### src/rtl/mem_stage_ext_if.sv
// Request/acknowledge bus between the memory stage (master) and an external,
// variable-latency word memory (slave).
interface mem_stage_ext_if #(
   parameter int WORD_WIDTH = 32,
   parameter int MEM_AW     = 16
);
   localparam int LANES = WORD_WIDTH / 8;

   logic                  req;
   logic                  we;
   logic [MEM_AW-1:0]     addr;
   logic [LANES-1:0]      be;
   logic [WORD_WIDTH-1:0] wdata;
   logic [WORD_WIDTH-1:0] rdata;
   logic                  ack;

   modport master (output req, we, addr, be, wdata, input rdata, ack);
   modport slave  (input req, we, addr, be, wdata, output rdata, ack);
endinterface

### src/rtl/mem_stage_ext.sv
// Pipeline memory stage driving an external variable-latency word memory with
// lane steering, sign extension, decode-error detection and optional timeout.
module mem_stage_ext #(
   parameter int          WORD_WIDTH     = 32,
   parameter int          REG_FILE_DEPTH = 4,
   parameter int          MEM_AW         = 16,
   parameter int unsigned BASE_ADDR      = 1024,
   parameter int          TIMEOUT        = 0
) (
   input  logic                      clk,
   input  logic                      rst,
   input  logic                      mem_read,
   input  logic                      mem_write,
   input  logic                      WB_en,
   input  logic [1:0]                size,
   input  logic                      sign_ext,
   input  logic [REG_FILE_DEPTH-1:0] dst,
   input  logic [WORD_WIDTH-1:0]     ALU_res,
   input  logic [WORD_WIDTH-1:0]     val_Rm,
   output logic                      mem_read_out,
   output logic                      WB_en_out,
   output logic [REG_FILE_DEPTH-1:0] dst_out,
   output logic [WORD_WIDTH-1:0]     ALU_res_out,
   output logic [WORD_WIDTH-1:0]     mem_out,
   output logic                      freeze,
   output logic                      access_err,
   mem_stage_ext_if.master           ext
);
   localparam int LANES = WORD_WIDTH / 8;
   localparam int LB    = $clog2(LANES);
   localparam int OW    = WORD_WIDTH + MEM_AW + LB;
   localparam int TW    = (TIMEOUT > 1) ? $clog2(TIMEOUT) : 1;

   localparam logic [1:0] S_IDLE = 2'd0;
   localparam logic [1:0] S_BUSY = 2'd1;
   localparam logic [1:0] S_DONE = 2'd2;

   logic [1:0]            state_reg;
   logic                  ext_req_reg;
   logic                  ext_we_reg;
   logic [MEM_AW-1:0]     ext_addr_reg;
   logic [LANES-1:0]      ext_be_reg;
   logic [WORD_WIDTH-1:0] ext_wdata_reg;
   logic [WORD_WIDTH-1:0] mem_out_reg;
   logic [LB-1:0]         lane_reg;
   logic [1:0]            size_reg;
   logic                  sign_reg;
   logic [TW-1:0]         tcnt_reg;
   logic                  tflag_reg;

   logic [OW-1:0]         off_wide;
   logic [LB-1:0]         lane;
   logic [MEM_AW-1:0]     word_addr;
   logic                  below_base;
   logic                  above_range;
   logic                  size_err;
   logic                  dec_err;
   logic                  is_access;
   logic                  start_access;
   logic                  decode_fault;
   logic [LANES-1:0]      be_next;
   logic [WORD_WIDTH-1:0] wdata_next;
   logic [WORD_WIDTH-1:0] rd_shift;
   logic [WORD_WIDTH-1:0] rd_steer;

   // Offset is computed wide so the range check sees every bit above the window.
   assign off_wide    = OW'(ALU_res) - OW'(BASE_ADDR);
   assign below_base  = ALU_res < WORD_WIDTH'(BASE_ADDR);
   assign above_range = |(off_wide >> (MEM_AW + LB));
   assign lane        = off_wide[LB-1:0];
   assign word_addr   = off_wide[MEM_AW+LB-1:LB];

   always_comb begin
      case (size)
         2'b00:   size_err = 1'b0;
         2'b01:   size_err = lane[0];
         2'b10:   size_err = |lane;
         default: size_err = 1'b1;
      endcase
   end

   assign dec_err      = below_base | above_range | size_err;
   assign is_access    = mem_read | mem_write;
   assign start_access = (state_reg == S_IDLE) & is_access & ~dec_err;
   assign decode_fault = (state_reg == S_IDLE) & is_access & dec_err;

   genvar gi;
   generate
      for (gi = 0; gi < LANES; gi++) begin : g_lane
         assign be_next[gi] = (size == 2'b10) ||
                              (size == 2'b00 && lane == LB'(gi)) ||
                              (size == 2'b01 && (lane >> 1) == LB'(gi / 2));
         assign wdata_next[gi*8 +: 8] = (size == 2'b00) ? val_Rm[7:0] :
                                        (size == 2'b01) ? val_Rm[(gi % 2)*8 +: 8] :
                                                          val_Rm[gi*8 +: 8];
      end
   endgenerate

   // Steering uses the lane/size latched at request time, not the live inputs.
   assign rd_shift = ext.rdata >> {lane_reg, 3'b000};

   always_comb begin
      rd_steer = rd_shift;
      case (size_reg)
         2'b00: begin
            rd_steer      = {WORD_WIDTH{sign_reg & rd_shift[7]}};
            rd_steer[7:0] = rd_shift[7:0];
         end
         2'b01: begin
            rd_steer       = {WORD_WIDTH{sign_reg & rd_shift[15]}};
            rd_steer[15:0] = rd_shift[15:0];
         end
         default: rd_steer = rd_shift;
      endcase
   end

   always_ff @(posedge clk or negedge rst) begin
      if (!rst) begin
         state_reg     <= S_IDLE;
         ext_req_reg   <= 1'b0;
         ext_we_reg    <= 1'b0;
         ext_addr_reg  <= '0;
         ext_be_reg    <= '0;
         ext_wdata_reg <= '0;
         mem_out_reg   <= '0;
         lane_reg      <= '0;
         size_reg      <= 2'b00;
         sign_reg      <= 1'b0;
         tcnt_reg      <= '0;
         tflag_reg     <= 1'b0;
      end else begin
         case (state_reg)
            S_IDLE: begin
               if (start_access) begin
                  state_reg     <= S_BUSY;
                  ext_req_reg   <= 1'b1;
                  ext_we_reg    <= mem_write;
                  ext_addr_reg  <= word_addr;
                  ext_be_reg    <= be_next;
                  ext_wdata_reg <= wdata_next;
                  lane_reg      <= lane;
                  size_reg      <= size;
                  sign_reg      <= sign_ext;
                  tcnt_reg      <= '0;
               end
            end
            S_BUSY: begin
               // An ack on the final allowed cycle takes priority over the timeout.
               if (ext.ack) begin
                  ext_req_reg <= 1'b0;
                  state_reg   <= S_DONE;
                  if (!ext_we_reg) begin
                     mem_out_reg <= rd_steer;
                  end
               end else if (TIMEOUT > 0 && tcnt_reg == TW'(TIMEOUT - 1)) begin
                  ext_req_reg <= 1'b0;
                  mem_out_reg <= '0;
                  tflag_reg   <= 1'b1;
                  state_reg   <= S_DONE;
               end else begin
                  tcnt_reg <= tcnt_reg + 1'b1;
               end
            end
            S_DONE: begin
               state_reg <= S_IDLE;
               tflag_reg <= 1'b0;
            end
            default: state_reg <= S_IDLE;
         endcase
      end
   end

   assign freeze     = rst & (start_access | (state_reg == S_BUSY));
   assign access_err = rst & (decode_fault | ((state_reg == S_DONE) & tflag_reg));

   assign WB_en_out    = WB_en & ~freeze & ~access_err;
   assign mem_read_out = mem_read & ~freeze & ~access_err;
   assign dst_out      = dst;
   assign ALU_res_out  = ALU_res;
   assign mem_out      = mem_out_reg;

   assign ext.req   = ext_req_reg;
   assign ext.we    = ext_we_reg;
   assign ext.addr  = ext_addr_reg;
   assign ext.be    = ext_be_reg;
   assign ext.wdata = ext_wdata_reg;
endmodule

### src/flat_wrapper.sv
// flat-port wrapper written by rule: the top's interface ports become plain ports
module mem_stage_ext_flat 
#(
   parameter int          WORD_WIDTH     = 32,
   parameter int          REG_FILE_DEPTH = 4,
   parameter int          MEM_AW         = 16,
   parameter int unsigned BASE_ADDR      = 1024,
   parameter int          TIMEOUT        = 0
)
  (clk, rst, mem_read, mem_write, WB_en, size, sign_ext, dst, ALU_res, val_Rm, mem_read_out, WB_en_out, dst_out, ALU_res_out, mem_out, freeze, access_err, ext_req, ext_we, ext_addr, ext_be, ext_wdata, ext_rdata, ext_ack);
  mem_stage_ext_if #(.WORD_WIDTH(WORD_WIDTH), .MEM_AW(MEM_AW)) ext_i ();
  input  logic clk;
  input  logic rst;
  input  logic mem_read;
  input  logic mem_write;
  input  logic WB_en;
  input  logic [1:0] size;
  input  logic sign_ext;
  input  logic [REG_FILE_DEPTH-1:0] dst;
  input  logic [WORD_WIDTH-1:0] ALU_res;
  input  logic [WORD_WIDTH-1:0] val_Rm;
  output logic mem_read_out;
  output logic WB_en_out;
  output logic [REG_FILE_DEPTH-1:0] dst_out;
  output logic [WORD_WIDTH-1:0] ALU_res_out;
  output logic [WORD_WIDTH-1:0] mem_out;
  output logic freeze;
  output logic access_err;
  output wire logic [$bits(ext_i.req)-1:0] ext_req;
  output wire logic [$bits(ext_i.we)-1:0] ext_we;
  output wire logic [$bits(ext_i.addr)-1:0] ext_addr;
  output wire logic [$bits(ext_i.be)-1:0] ext_be;
  output wire logic [$bits(ext_i.wdata)-1:0] ext_wdata;
  input wire logic [$bits(ext_i.rdata)-1:0] ext_rdata;
  input wire logic [$bits(ext_i.ack)-1:0] ext_ack;
  assign ext_req = ext_i.req;
  assign ext_we = ext_i.we;
  assign ext_addr = ext_i.addr;
  assign ext_be = ext_i.be;
  assign ext_wdata = ext_i.wdata;
  assign ext_i.rdata = ext_rdata;
  assign ext_i.ack = ext_ack;
  mem_stage_ext #(.WORD_WIDTH(WORD_WIDTH), .REG_FILE_DEPTH(REG_FILE_DEPTH), .MEM_AW(MEM_AW), .BASE_ADDR(BASE_ADDR), .TIMEOUT(TIMEOUT)) u_core (.clk(clk), .rst(rst), .mem_read(mem_read), .mem_write(mem_write), .WB_en(WB_en), .size(size), .sign_ext(sign_ext), .dst(dst), .ALU_res(ALU_res), .val_Rm(val_Rm), .mem_read_out(mem_read_out), .WB_en_out(WB_en_out), .dst_out(dst_out), .ALU_res_out(ALU_res_out), .mem_out(mem_out), .freeze(freeze), .access_err(access_err), .ext(ext_i));
endmodule
### config.mk
export PLATFORM = sky130hd
export DESIGN_NAME = mem_stage_ext_flat
export DESIGN_NICKNAME = d
export VERILOG_FILES = /design/src/rtl/mem_stage_ext_if.sv /design/src/rtl/mem_stage_ext.sv /design/src/flat_wrapper.sv
export SDC_FILE = /design/constraint.sdc
export NUM_CORES = 1
export LEC_CHECK = 0
export ABC_AREA = 1
export CAP_MARGIN = 5
export CORE_ASPECT_RATIO = 0.8
export CORE_UTILIZATION = 34
export DETAILED_ROUTE_END_ITERATION = 8
export DONT_BUFFER_PORTS = 1
export GPL_TIMING_DRIVEN = 1
export PLACE_DENSITY = 0.58
export SYNTH_ARGS = -nofsm -noshare
export SYNTH_HDL_FRONTEND = slang
export SYNTH_SLANG_ARGS = --single-unit
### constraint.sdc
create_clock -name clk -period 3.2 [get_ports clk]
set_input_delay 0.32 -clock clk [delete_from_list [all_inputs] [get_ports clk]]
set_output_delay 0.32 -clock clk [all_outputs]
set_load 0.005 [all_outputs]
==> impl_metrics.tcl <==
set metrics [dict create \
    ant_nets 0 \
    arrival_ns 2.26 \
    p_leak_uw 0.00312 \
    viasPerCell 5.04 \
    coreArea_um2 16700 \
    gr-usage-met2_pct 30.3 \
    htree_num_levels 3 \
    rsz0062_at_grt "no" \
    ys_top_cells_by_area "dfrtp_1 (40%), nand2_1 (16%), inv_1 (8.1%), buf_4 (4.6%), nand3_1 (4.5%)" \
    skew_ns 0.00856 \
    synth_seq_cells 93 \
    gp_congestion 0.882 \
    rows 42 \
    synth_enable_flop_cells 0 \
    vias 5140 \
    grt_use_met1_pct 27.0 \
    clkTransAtPathRegs_ns 0.07 \
    finalWirelength_um 17300 \
    final.setup.worst_slack_ns 0.622 \
    dp_slack_ns 0.582 \
    multiInputGateArea_um2 2570 \
    antenna_found_initial 1 \
    grt_busiest_layer "met2" \
    yosys.cell_types.count 35 \
    drc 0 \
    met3_usage_pct 7.78 \
    async_flop_share_pct 100 \
    grt_max_degree 94 \
    dieHeight_um 119 \
    outcome "finished clean" \
    cts_tree "done" \
    avgSynthCellArea_um2 6.96 \
    tightest_slew_ns 0.716 \
    synth_cells 838 \
    fin_crit_ns 2.58 \
    grt_overflow 0 \
    pin_count 235 \
    die-area_um2 17700 \
    seq_area_um2 2330 \
    powerDensity_nw_per_um2 435 \
    drt_iter0_markers 315 \
    hold_violations 0 \
    syn_to_final_growth_pct 4.61 \
    fillers 1759 \
    critical_path_class "in -> out" \
    relSlewSlack_pct 52.1 \
    numCtsBuffers 9 \
    initial_utilization_pct 35.0 \
    hpwl_um 12800 \
    synth.top_cells.by_count "nand2_1 (251), inv_1 (126), dfrtp_1 (93)" \
    seq_area_frac_synth_pct 39.9 \
    avgRoutedWirePerCell_um 17.0 \
    antenna_cells 0 \
    final_cells 1020 \
    holdWs_ns 0.0636 \
    synth_fp_nets 948 \
    clockBufferDepth 2 \
    yosys_warnings 0 \
    grt_first_pass_wirelength_um 27200 \
    maxSlewViolCount 0 \
    synthFlopType "dfrtp_1" \
    syn-cell-area_um2 5830 \
    grt_pass1_vias 4951 \
    grt_usage_pct 20.0 \
    tns_ns 0 \
    crit_fanout 26 \
    synth_top_area_cell "dfrtp_1" \
    drive_above_1_share_pct 7.63 \
    ctsResizeCount 0 \
    hold_path_class "in -> reg" \
    yosysMostFrequentCell "nand2_1" \
    dp_cells 1002 \
    port_buffers 0 \
    insertion_delay_ns 0.35 \
    clock_sinks 93 \
    finalNetCount 905 \
    ir_drop_v 0.000242 \
    setup_viol 0 \
    yosys.area.top_type_share_pct 39.9 \
    maxCapViolCount 0 \
    cp-end-kind "output port" \
    die_x_um 148 \
    dr.pass1.iters 5 \
    cts_root_buf "clkbuf_16" \
    clock.fmax_mhz 388 \
    timing.final.crit_share_pct 80.6 \
    cp-start-kind "input pin" \
    required_ns 2.88 \
]
## critical path: stages
cell and delay (ns):
inv_1 0.10, ha_1 0.29, nand2_1 0.13, nor2_4 0.19, nand2_1 0.13, nand2_1 0.11, and3_1 0.18, nand2_1 0.07
nor2_2 0.15, nand3_4 0.30, nand2_1 0.18, a21oi_1 0.10
## what timing repair did
item                      4_1_cts  5_1_grt
hold buffers                    2        0
setup buffers                   0        0
hold endpoints to repair       93        0
## where the power goes
group          switching [uW]  internal [uW]  leakage (uW)  total, uW
logic                     155           81.5       0.00183        236
registers                43.1           1220       0.00113       1270
clock network             505            644      0.000156       1150
total                     703           1950       0.00312       2650
## metal layers
metal	wire length (um)	part of all wire, %	up-vias
li1	-	-	2530
met5	0	0	-
met4	87	0.50	0
met2	7490	43	216
met3	1790	10	7
met1	7940	46	2387
## worst paths after layout
path / from / to / slack [ns] / cells after the start
worst min register to register: u_core.ext.wdata[18]$_DFFE_PN0P_ / u_core.ext.wdata[18]$_DFFE_PN0P_ / 0.51 / 2
worst max-delay path: ALU_res[10] / mem_read_out / 0.62 / 12
min in group asynchronous: rst / u_core.ext.addr[15]$_DFFE_PN0P_ / 0.58 / 2
worst min-delay path: ALU_res[10] / u_core.ext.addr[8]$_DFFE_PN0P_ / 0.06 / 1
max in group asynchronous: rst / u_core.mem_out[12]$_DFFE_PN0P_ / 2.17 / 2
worst max register to register: u_core.lane_reg[0]$_DFFE_PN0P_ / u_core.mem_out[16]$_DFFE_PN0P_ / 0.83 / 10
## cell usage in the layout (no fill, tap or decap), types with 2 or more instances in the layout
master	n
nand4_1	17
inv_1	126
nand3_1	53
o31ai_1	3
a21oi_1	15
buf_4	10
nor2_1	58
clkbuf_16	9
dfrtp_1	93
o21ai_0	40
inv_6	3
xor2_1	6
nor2_4	5
o211ai_1	5
nand2_1	251
nand3b_1	2
clkinv_1	5
nor2_2	7
o22ai_1	17
a221oi_1	4
nand2_2	16
o21ai_1	38
## kinds of logic after synthesis
group / share of synthesized area, %
buffers and inverters: 16.2
adders and majority gates: 0.215
AOI/OAI and AO/OA: 11.6
xor gates and xnor gates: 1.05
and+or+nand+nor: 31.1
DFF: 39.9
## cell type report
class / count / share of cell area, %
Inverter: 132 / 8.12
Timing Repair Buffer: 12 / 1.85
Tap cell: 220 / 4.51
Clock buffer: 10 / 3.92
Clock inverter: 6 / 1.25
Sequential cell: 93 / 38.1
Multi-Input combinational cell: 547 / 42.2
## through the flow
| step | power [uW] | cell area (um^2) | util, % |
|---|---|---|---|
| floorplan | 1480 | 5830 | - |
| global placement | 1500 | 5750 | 34.5 |
| detailed placement | 1500 | 5750 | 34.5 |
| CTS | 2690 | 6100 | 36.6 |
| global route | 2780 | 6100 | 36.6 |
| finish | 2650 | 6100 | 36.6 |
(Power assumes the default switching activity.)
